==> config.mk <==
export PLATFORM = sky130hd
export DESIGN_NAME = dram_refresh_scheduler
export DESIGN_NICKNAME = d
export VERILOG_FILES = /design/src/rtl/dram_pkg.sv /design/src/rtl/refresh_backlog_counter.sv /design/src/rtl/dram_refresh_scheduler.sv
export SDC_FILE = /design/constraint.sdc
export NUM_CORES = 1
export LEC_CHECK = 0
export ABC_AREA = 0
export CAP_MARGIN = 20
export CORE_ASPECT_RATIO = 1.5
export CORE_MARGIN = 2
export CORE_UTILIZATION = 55
export CTS_CLUSTER_SIZE = 10
export DETAILED_ROUTE_END_ITERATION = 6
export PLACE_DENSITY = 0.81
export SETUP_SLACK_MARGIN = 0.05
export SLEW_MARGIN = 20
export SYNTH_ARGS = -nofsm -noshare
export SYNTH_HDL_FRONTEND = slang
export SYNTH_SLANG_ARGS = --single-unit
==> constraint.sdc <==
create_clock -name CLK -period 2.85 [get_ports CLK]
set_input_delay 0.7125 -clock CLK [delete_from_list [all_inputs] [get_ports CLK]]
set_output_delay 0.7125 -clock CLK [all_outputs]
set_load 0.005 [all_outputs]
==> src/rtl/dram_pkg.sv <==
// Shared types and default 7.09 MHz timing for the FastRAM refresh scheduler.
package dram_pkg;

  typedef enum logic [2:0] {
    IDLE,
    ACCESS,
    CAS,
    RAS,
    PRE
  } state_t;

  localparam int REFRESH_INTERVAL_7M = 108;  // 4096 rows in 64 ms at 7.09 MHz
  localparam int MAX_PENDING_DEF     = 8;
  localparam int TCSR_CYC            = 1;
  localparam int TRAS_CYC            = 2;
  localparam int TRP_CYC             = 1;
  localparam int PENDING_W           = 4;

  function automatic int max3(input int a, input int b, input int c);
    int m;
    m = (a > b) ? a : b;
    return (m > c) ? m : c;
  endfunction

endpackage

==> src/rtl/refresh_backlog_counter.sv <==
// Fixed-interval refresh timer feeding a saturating backlog of owed refreshes.
module refresh_backlog_counter
  import dram_pkg::*;
#(
  parameter int INTERVAL    = REFRESH_INTERVAL_7M,
  parameter int MAX_PENDING = MAX_PENDING_DEF
) (
  input  logic                 CLK,
  input  logic                 RESETn,
  input  logic                 done,
  output logic                 tick,
  output logic [PENDING_W-1:0] pending,
  output logic                 overflow
);

  localparam int TIMER_W = $clog2(INTERVAL);

  logic [TIMER_W-1:0] timer;

  assign tick = (timer == TIMER_W'(INTERVAL - 1));

  // NOTE: state registers use non-blocking assignments so every flop samples
  // pre-edge values; blocking here would create order-dependent simulation.
  always_ff @(posedge CLK) begin
    if (!RESETn) begin
      timer    <= '0;
      pending  <= '0;
      overflow <= 1'b0;
    end else begin
      timer <= tick ? '0 : timer + TIMER_W'(1);
      // A tick and a completed refresh in the same cycle cancel out.
      unique case ({tick, done})
        2'b10: begin
          if (pending == PENDING_W'(MAX_PENDING)) overflow <= 1'b1;
          else                                    pending  <= pending + PENDING_W'(1);
        end
        2'b01: begin
          if (pending != '0) pending <= pending - PENDING_W'(1);
        end
        default: ;
      endcase
    end
  end

endmodule

==> src/rtl/dram_refresh_scheduler.sv <==
// Arbitrates the FastRAM array between CPU access cycles and CAS-before-RAS refresh.
module dram_refresh_scheduler
  import dram_pkg::*;
#(
  parameter int INTERVAL    = REFRESH_INTERVAL_7M,
  parameter int MAX_PENDING = MAX_PENDING_DEF,
  parameter int CAS_CYCLES  = TCSR_CYC,
  parameter int RAS_CYCLES  = TRAS_CYC,
  parameter int PRE_CYCLES  = TRP_CYC
) (
  input  logic                 CLK,
  input  logic                 RESETn,
  input  logic                 access_req,
  output logic                 access_grant,
  output logic                 refresh_cas,
  output logic                 refresh_ras,
  output logic                 busy,
  output logic [PENDING_W-1:0] pending,
  output logic                 overflow
);

  localparam int PHASE_W = $clog2(max3(CAS_CYCLES, RAS_CYCLES, PRE_CYCLES) + 1);

  state_t             state;
  logic [PHASE_W-1:0] phase;
  logic               tick;
  logic               done;
  logic               urgent;
  logic               phase_last;

  assign phase_last = (phase == PHASE_W'(1));
  assign done       = (state == RAS) && phase_last;
  assign urgent     = (pending == PENDING_W'(MAX_PENDING));
  assign busy       = (state != IDLE);

  refresh_backlog_counter #(
    .INTERVAL    (INTERVAL),
    .MAX_PENDING (MAX_PENDING)
  ) u_backlog (
    .CLK      (CLK),
    .RESETn   (RESETn),
    .done     (done),
    .tick     (tick),
    .pending  (pending),
    .overflow (overflow)
  );

  // Grant is combinational so the bus cycle starts in the same cycle it is seen in IDLE.
  assign access_grant = access_req && ((state == ACCESS) || ((state == IDLE) && !urgent));

  // Strobes are registered alongside the state so they change cleanly on the edge.
  always_ff @(posedge CLK) begin
    if (!RESETn) begin
      state       <= IDLE;
      phase       <= '0;
      refresh_cas <= 1'b0;
      refresh_ras <= 1'b0;
    end else begin
      unique case (state)
        IDLE: begin
          if (access_req && !urgent) begin
            state <= ACCESS;
          end else if (pending != '0) begin
            state       <= CAS;
            phase       <= PHASE_W'(CAS_CYCLES);
            refresh_cas <= 1'b1;
          end
        end
        ACCESS: begin
          if (!access_req) begin
            state <= PRE;
            phase <= PHASE_W'(PRE_CYCLES);
          end
        end
        CAS: begin
          if (phase_last) begin
            state       <= RAS;
            phase       <= PHASE_W'(RAS_CYCLES);
            refresh_ras <= 1'b1;
          end else begin
            phase <= phase - PHASE_W'(1);
          end
        end
        RAS: begin
          if (phase_last) begin
            state       <= PRE;
            phase       <= PHASE_W'(PRE_CYCLES);
            refresh_cas <= 1'b0;
            refresh_ras <= 1'b0;
          end else begin
            phase <= phase - PHASE_W'(1);
          end
        end
        PRE: begin
          if (phase_last) state <= IDLE;
          else            phase <= phase - PHASE_W'(1);
        end
        default: begin
          state       <= IDLE;
          refresh_cas <= 1'b0;
          refresh_ras <= 1'b0;
        end
      endcase
    end
  end

endmodule

== Yosys cells after proc, flatten, opt, wreduce, memory -nomap -nowiden ==
Index checks and enable logic that the tools add are counted.
W data, S select, Z words.

* RAM bits: 0
* Latch bits: 0
* Bits in read-only memories: 0
* Output and inout port bits: 9
* Memories: 0
* Word-level logic and storage cells: 76
* Register bits after elaboration: 19

* Reduce and logical (&&, ||, !) cells: 20
* Muxes and demuxes: 23
* Div/mod/pow operators: 0
* $lt $le $gt $ge: 0
* Add/subtract/negate cells: 4
* Shift operators: 0
* Bitwise gates (word level): 3
* Multiply operators: 0
* Eq/ne operators: 19

{| class="wikitable"
|+ Operators by type and width
! operator !! count
|-
| $mux W3 || 6
|-
| $ne A2 B2 Y1 const B || 8
|-
| $pmux W3 S5 || 1
|-
| $mux W2 || 6
|-
| $pmux W2 S5 || 1
|-
| $reduce_and A5 Y1 || 2
|-
| $mux W4 || 2
|-
| $pmux W4 S2 || 1
|-
| $add A7 B1 Y7 const B || 1
|-
| $eq A7 B7 Y1 const B || 1
|-
| $eq A3 B2 Y1 const B || 2
|-
| $pmux W1 S3 || 2
|-
| $reduce_and A3 Y1 || 2
|-
| $reduce_or A3 Y1 || 2
|-
| $reduce_bool A5 Y1 || 1
|-
| $add A4 B1 Y4 const B || 1
|-
| $eq A2 B1 Y1 const B || 2
|-
| $eq A4 B4 Y1 const B || 1
|-
| $logic_and A1 B1 Y1 || 4
|-
| $mux W1 || 4
|-
| $reduce_and A4 Y1 || 1
|-
| $reduce_bool A4 Y1 || 1
|-
| $sub A4 B1 Y4 const B || 1
|-
| $eq A3 B1 Y1 const B || 1
|-
| other kinds (13) || 15
|}

== Longest topological paths before layout ==
* Depth after elaboration: 5
* Depth in mapped cells: 10
* Mapped depth without buffers: 10

== Cells and area by module ==
Synthesis repeated with hierarchy kept, for this count alone.

* Cell total of the unflattened synthesis: 146
* Area total of the unflattened synthesis: 1,221.2 µm²

{| class="wikitable"
|+ By module, submodules not included
! module !! area an instance (µm²) !! cells an instance !! instances
|-
| refresh_backlog_counter || 638.1 || 69 || 1
|-
| dram_refresh_scheduler || 583.1 || 77 || 1
|}

== Least setup slack after synthesis ==
No wires, ideal clock.

* Path type: register to register
* Start point: register u_backlog.timer[2]
* End point: register u_backlog.pending[2]
* Cell stages (with the launch flop): 9
* Library setup time: 79 ps
* Slack: 423 ps
* Arrival: 2,348 ps
* Cell sequence: dfxtp_1 -> or3b_2 -> nor2_4 -> nor2_1 -> xor2_1 -> ha_1 -> or4_4 -> o211a_1 -> a211oi_2

* Word-level cells in the longest chain between the ends: 4
* Elaborated cells between the ends (all ways): 8

{| class="wikitable"
|+ Ends and longest elaborated chain
! what !! RTL line !! source
|-
| start, declared || refresh_backlog_counter.sv:18 || <nowiki>logic [TIMER_W-1:0] timer;</nowiki>
|-
| start signal, assigned || refresh_backlog_counter.sv:30 || <nowiki>timer <= tick ? '0 : timer + TIMER_W'(1);</nowiki>
|-
| $eq A7 B7 Y1 (*) || refresh_backlog_counter.sv:20 || <nowiki>assign tick = (timer == TIMER_W'(INTERVAL - 1));</nowiki>
|-
| $eq A2 B1 Y1 / $eq A2 B2 Y1 (equally long branches) || refresh_backlog_counter.sv:32 || <nowiki>unique case ({tick, done})</nowiki>
|-
| $ne A2 B2 Y1 (no line) / $reduce_bool A2 Y1 (equally long branches) || n/a ||
|-
| $reduce_and A3 Y1 (no line) || n/a ||
|-
| end signal, assigned || refresh_backlog_counter.sv:35 || <nowiki>else pending <= pending + PENDING_W'(1);</nowiki>
|-
| end signal, assigned || refresh_backlog_counter.sv:38 || <nowiki>if (pending != '0) pending <= pending - PENDING_W'(1);</nowiki>
|-
| end, declared || refresh_backlog_counter.sv:12 || <nowiki>output logic [PENDING_W-1:0] pending,</nowiki>
|}

Mark *: on every way between the ends. The rest lies on a longest branch, timed or not.
A chain may end at the register's enable or synchronous reset.

== Worst setup path after layout ==
* Start point: input port access_req
* End point: output port access_grant

* Word-level cells in the longest chain between the ends: 1

{| class="wikitable"
|+ Ends and longest elaborated chain
! what !! RTL line !! source
|-
| start, declared || dram_refresh_scheduler.sv:13 || <nowiki>input logic access_req,</nowiki>
|-
| $logic_and A1 B1 Y1 || dram_refresh_scheduler.sv:49 || <nowiki>assign access_grant = access_req && ((state == ACCESS) || ((state == IDLE) && !urgent));</nowiki>
|-
| end, declared || dram_refresh_scheduler.sv:14 || <nowiki>output logic access_grant,</nowiki>
|}

No other way between the ends.

==> flow_summary.toml <==
[worst_setup_path]
path_delay_family = "buffers and inverters"
start_kind = "input port"
crit_fanout = 3
cp.arrival_ps = 2030
path_class = "input port to output port"
slowest_delay_ps = 490
path_cells = "clkdlybuf4s50_1 > nor3b_4 > o21ai_2 > inv_1 > clkdlybuf4s50_1"
worstPathRequired_ps = 2140
cp_slowest_cell = "clkdlybuf4s50_1"
crit_path_end_kind = "output port"
cp_common_cell = "clkdlybuf4s50_1"
cp_num_buf_inv = 3

[pwr]
seqPwrFrac_pct = 50.8
ir_drop_uv = 316
p_int_w = 0.000405
powerDensity_nw_per_um2 = 415
p_comb_share_pct = 25.4
p_clk_share_pct = 23.8
fin_total_pwr_w = 0.000583
p_switching_w = 0.000178
leakagePower_nw = 0.577
switching_share_pct = 30.5

[yosys]
synth_fp_nets = 148
synth_area_leaders = "dfxtp_1 32%, ha_1 5.2%, mux2i_1 4.2%, o21ai_0 3.8%, nand2_1 3.8%"
ys_types = 42
ys.flop_type = "dfxtp_1"
synth-edff-count = 0
yosysTopAreaCell = "dfxtp_1"
async_flop_share_pct = 0
synth_cells = 140
avgSynthCellArea_um2 = 8.57
ys_top_cells_by_count = "19 x dfxtp_1, 12 x nand2_1, 11 x nor2_1"
netlist_area_um2 = 1200
yosysSeqAreaShare_pct = 31.7
synth_seq_cells = 19
synthDominantCellAreaShare_pct = 31.7
ys_warn_count = 0
yosysMostFrequentCell = "dfxtp_1"

[route]
routed.top_layer = "met4"
antenna_left = 0
routed_wl_um = 2410
wl_per_cell_um = 13.6
vias = 1060
first_pass_iters = 4
wl_met3_um = 48
wl_met1_um = 994
viasPerCell = 5.99
drt-initial-drc-count = 12
post-route-drc-count = 0
met2_length_um = 1350

[min_path]
hold_class = "flip-flop to flip-flop"

[clock_network]
cts_buffers = 3
clkSinkCount = 19
ctsLongestPathBuffers = 2
holdBufCountCts = 0
worstSkewPairLatency_ps = 300
cts_root_buf = "clkbuf_4"
post_cts_buffers = 0
htree_levels = 1
cts.clk_slew.worst_paths_ps = 120
cts_tree = "yes"

[finish]
stdcell_count = 177
drive_gt1_share_pct = 12.9
diodes = 0
nets = 164
fin_util_pct = 68.5
area_delta_synth_final_pct = 17.1

[sta]
relSlewSlack_pct = 49.4
setup_violations = 0
fin_skew_ps = 9.64
min_period_ps = 2740
rsz0062_at_grt = "no"
clock.fmax_mhz = 365
period_share_pct = 96.2
setup_ws_ps = 108
hold_violations = 0
worst_slew_pin_slew_ps = 752
report.final.slew_viol_count = 0
tns_ps = 0

[floorplanning]
die_h_um = 61.2
fp.dieW_um = 42.1
dieArea_um2 = 2580
io_pins = 12
start_util_pct = 58.5
core_um2 = 2050
rows = 20

[global_routing]
overflow = 0
grt_pass1_vias = 986
grt_use_total_pct = 20.8
antenna_found_initial = 0
grt_pass1_wl_um = 4170
grt_max_degree = 17

[run]
maxCapViolCount = 0

[placement]
place_inst = 173
place.gp.congestion = 0.767
dp.final_hpwl_um = 1850
dp_slack_ps = 70.2
portBuffers = 11

[status]
status = "finished, final reports clean"
routing by layer:
layer  track usage, %  vias to the layer above
li1                 -                      529
met1             24.5                      515
met2             38.4                       14
met3             1.76                        2
met4             10.3                        0
met5                0                        -
path summary, 6_finish.rpt:
check | cells past startpoint | to | slack, ps | from
setup reg to reg | 8 | u_backlog.pending[2] | 230 | u_backlog.timer[2]
setup / recovery | 5 | access_grant | 110 | access_req
hold reg to reg | 1 | u_backlog.timer[0] | 450 | u_backlog.timer[0]
hold / removal | 1 | u_backlog.timer[0] | 450 | u_backlog.timer[0]
state kept, by name, indices dropped and copies added, names as in the netlist:
register            cells
refresh_cas             1
state                   3
u_backlog.overflow      1
u_backlog.pending       4
phase                   2
refresh_ras             1
u_backlog.timer         7
layout by cell type, fill, tap and decap left out, types with 3 or more instances in the layout:
master	netlist	layout
dfxtp_1	19	19
nand2_1	12	12
nor2_1	11	11
clkdlybuf4s50_1	0	11
inv_1	10	10
o21ai_0	9	9
buf_4	0	7
nand3_1	5	5
nor3_1	5	5
mux2i_1	5	5
ha_1	5	5
xor2_1	4	4
a2bb2oi_1	4	4
nor4b_1	3	3
nor2b_1	3	3
nor3b_1	4	3
clkbuf_4	0	3
cell type report:
type | instances | area, um^2
well taps | 22 | 27.5
clock inverters | 1 | 7.51
fillers | 173 | 647
multi-input cells | 104 | 767
clock buffers | 3 | 22.5
flip-flops and latches | 19 | 380
inverters | 10 | 37.5
repair buffers | 18 | 163
power by group through the flow:
stage | clock [W] | combinational, W | sequential (W)
floorplan | 0 | 0.000104 | 0.000297
global placement | 0 | 0.000139 | 0.000302
detailed placement | 0 | 0.000144 | 0.000302
CTS | 0.000143 | 0.000145 | 0.000296
global route | 0.000160 | 0.000165 | 0.000299
finish | 0.000139 | 0.000148 | 0.000296
cells by family after synthesis:
group           synth area share, %
simple gates                   30.7
compound gates                 16.4
flops                          31.7
buf+inv                        5.63
xor+xnor                       4.38
mux                            6.05
fa+ha+maj                      5.21
stage by stage:
step	cell area, um^2	hold WS [ps]
2_1_floorplan	1200	413
4_1_cts	1390	456
3_3_place_gp	1360	425
3_5_place_dp	1360	439
5_1_grt	1410	488
6_report	1410	455
what timing repair did:
item                                   4_1_cts  5_1_grt
setup endpoints to repair                    1        1
pin swaps                                    0        0
cloned                                       0        0
endpoints found under the hold margin        0        0
gates resized for setup                      1        2
Note: power is estimated with default switching activity, not from simulation.
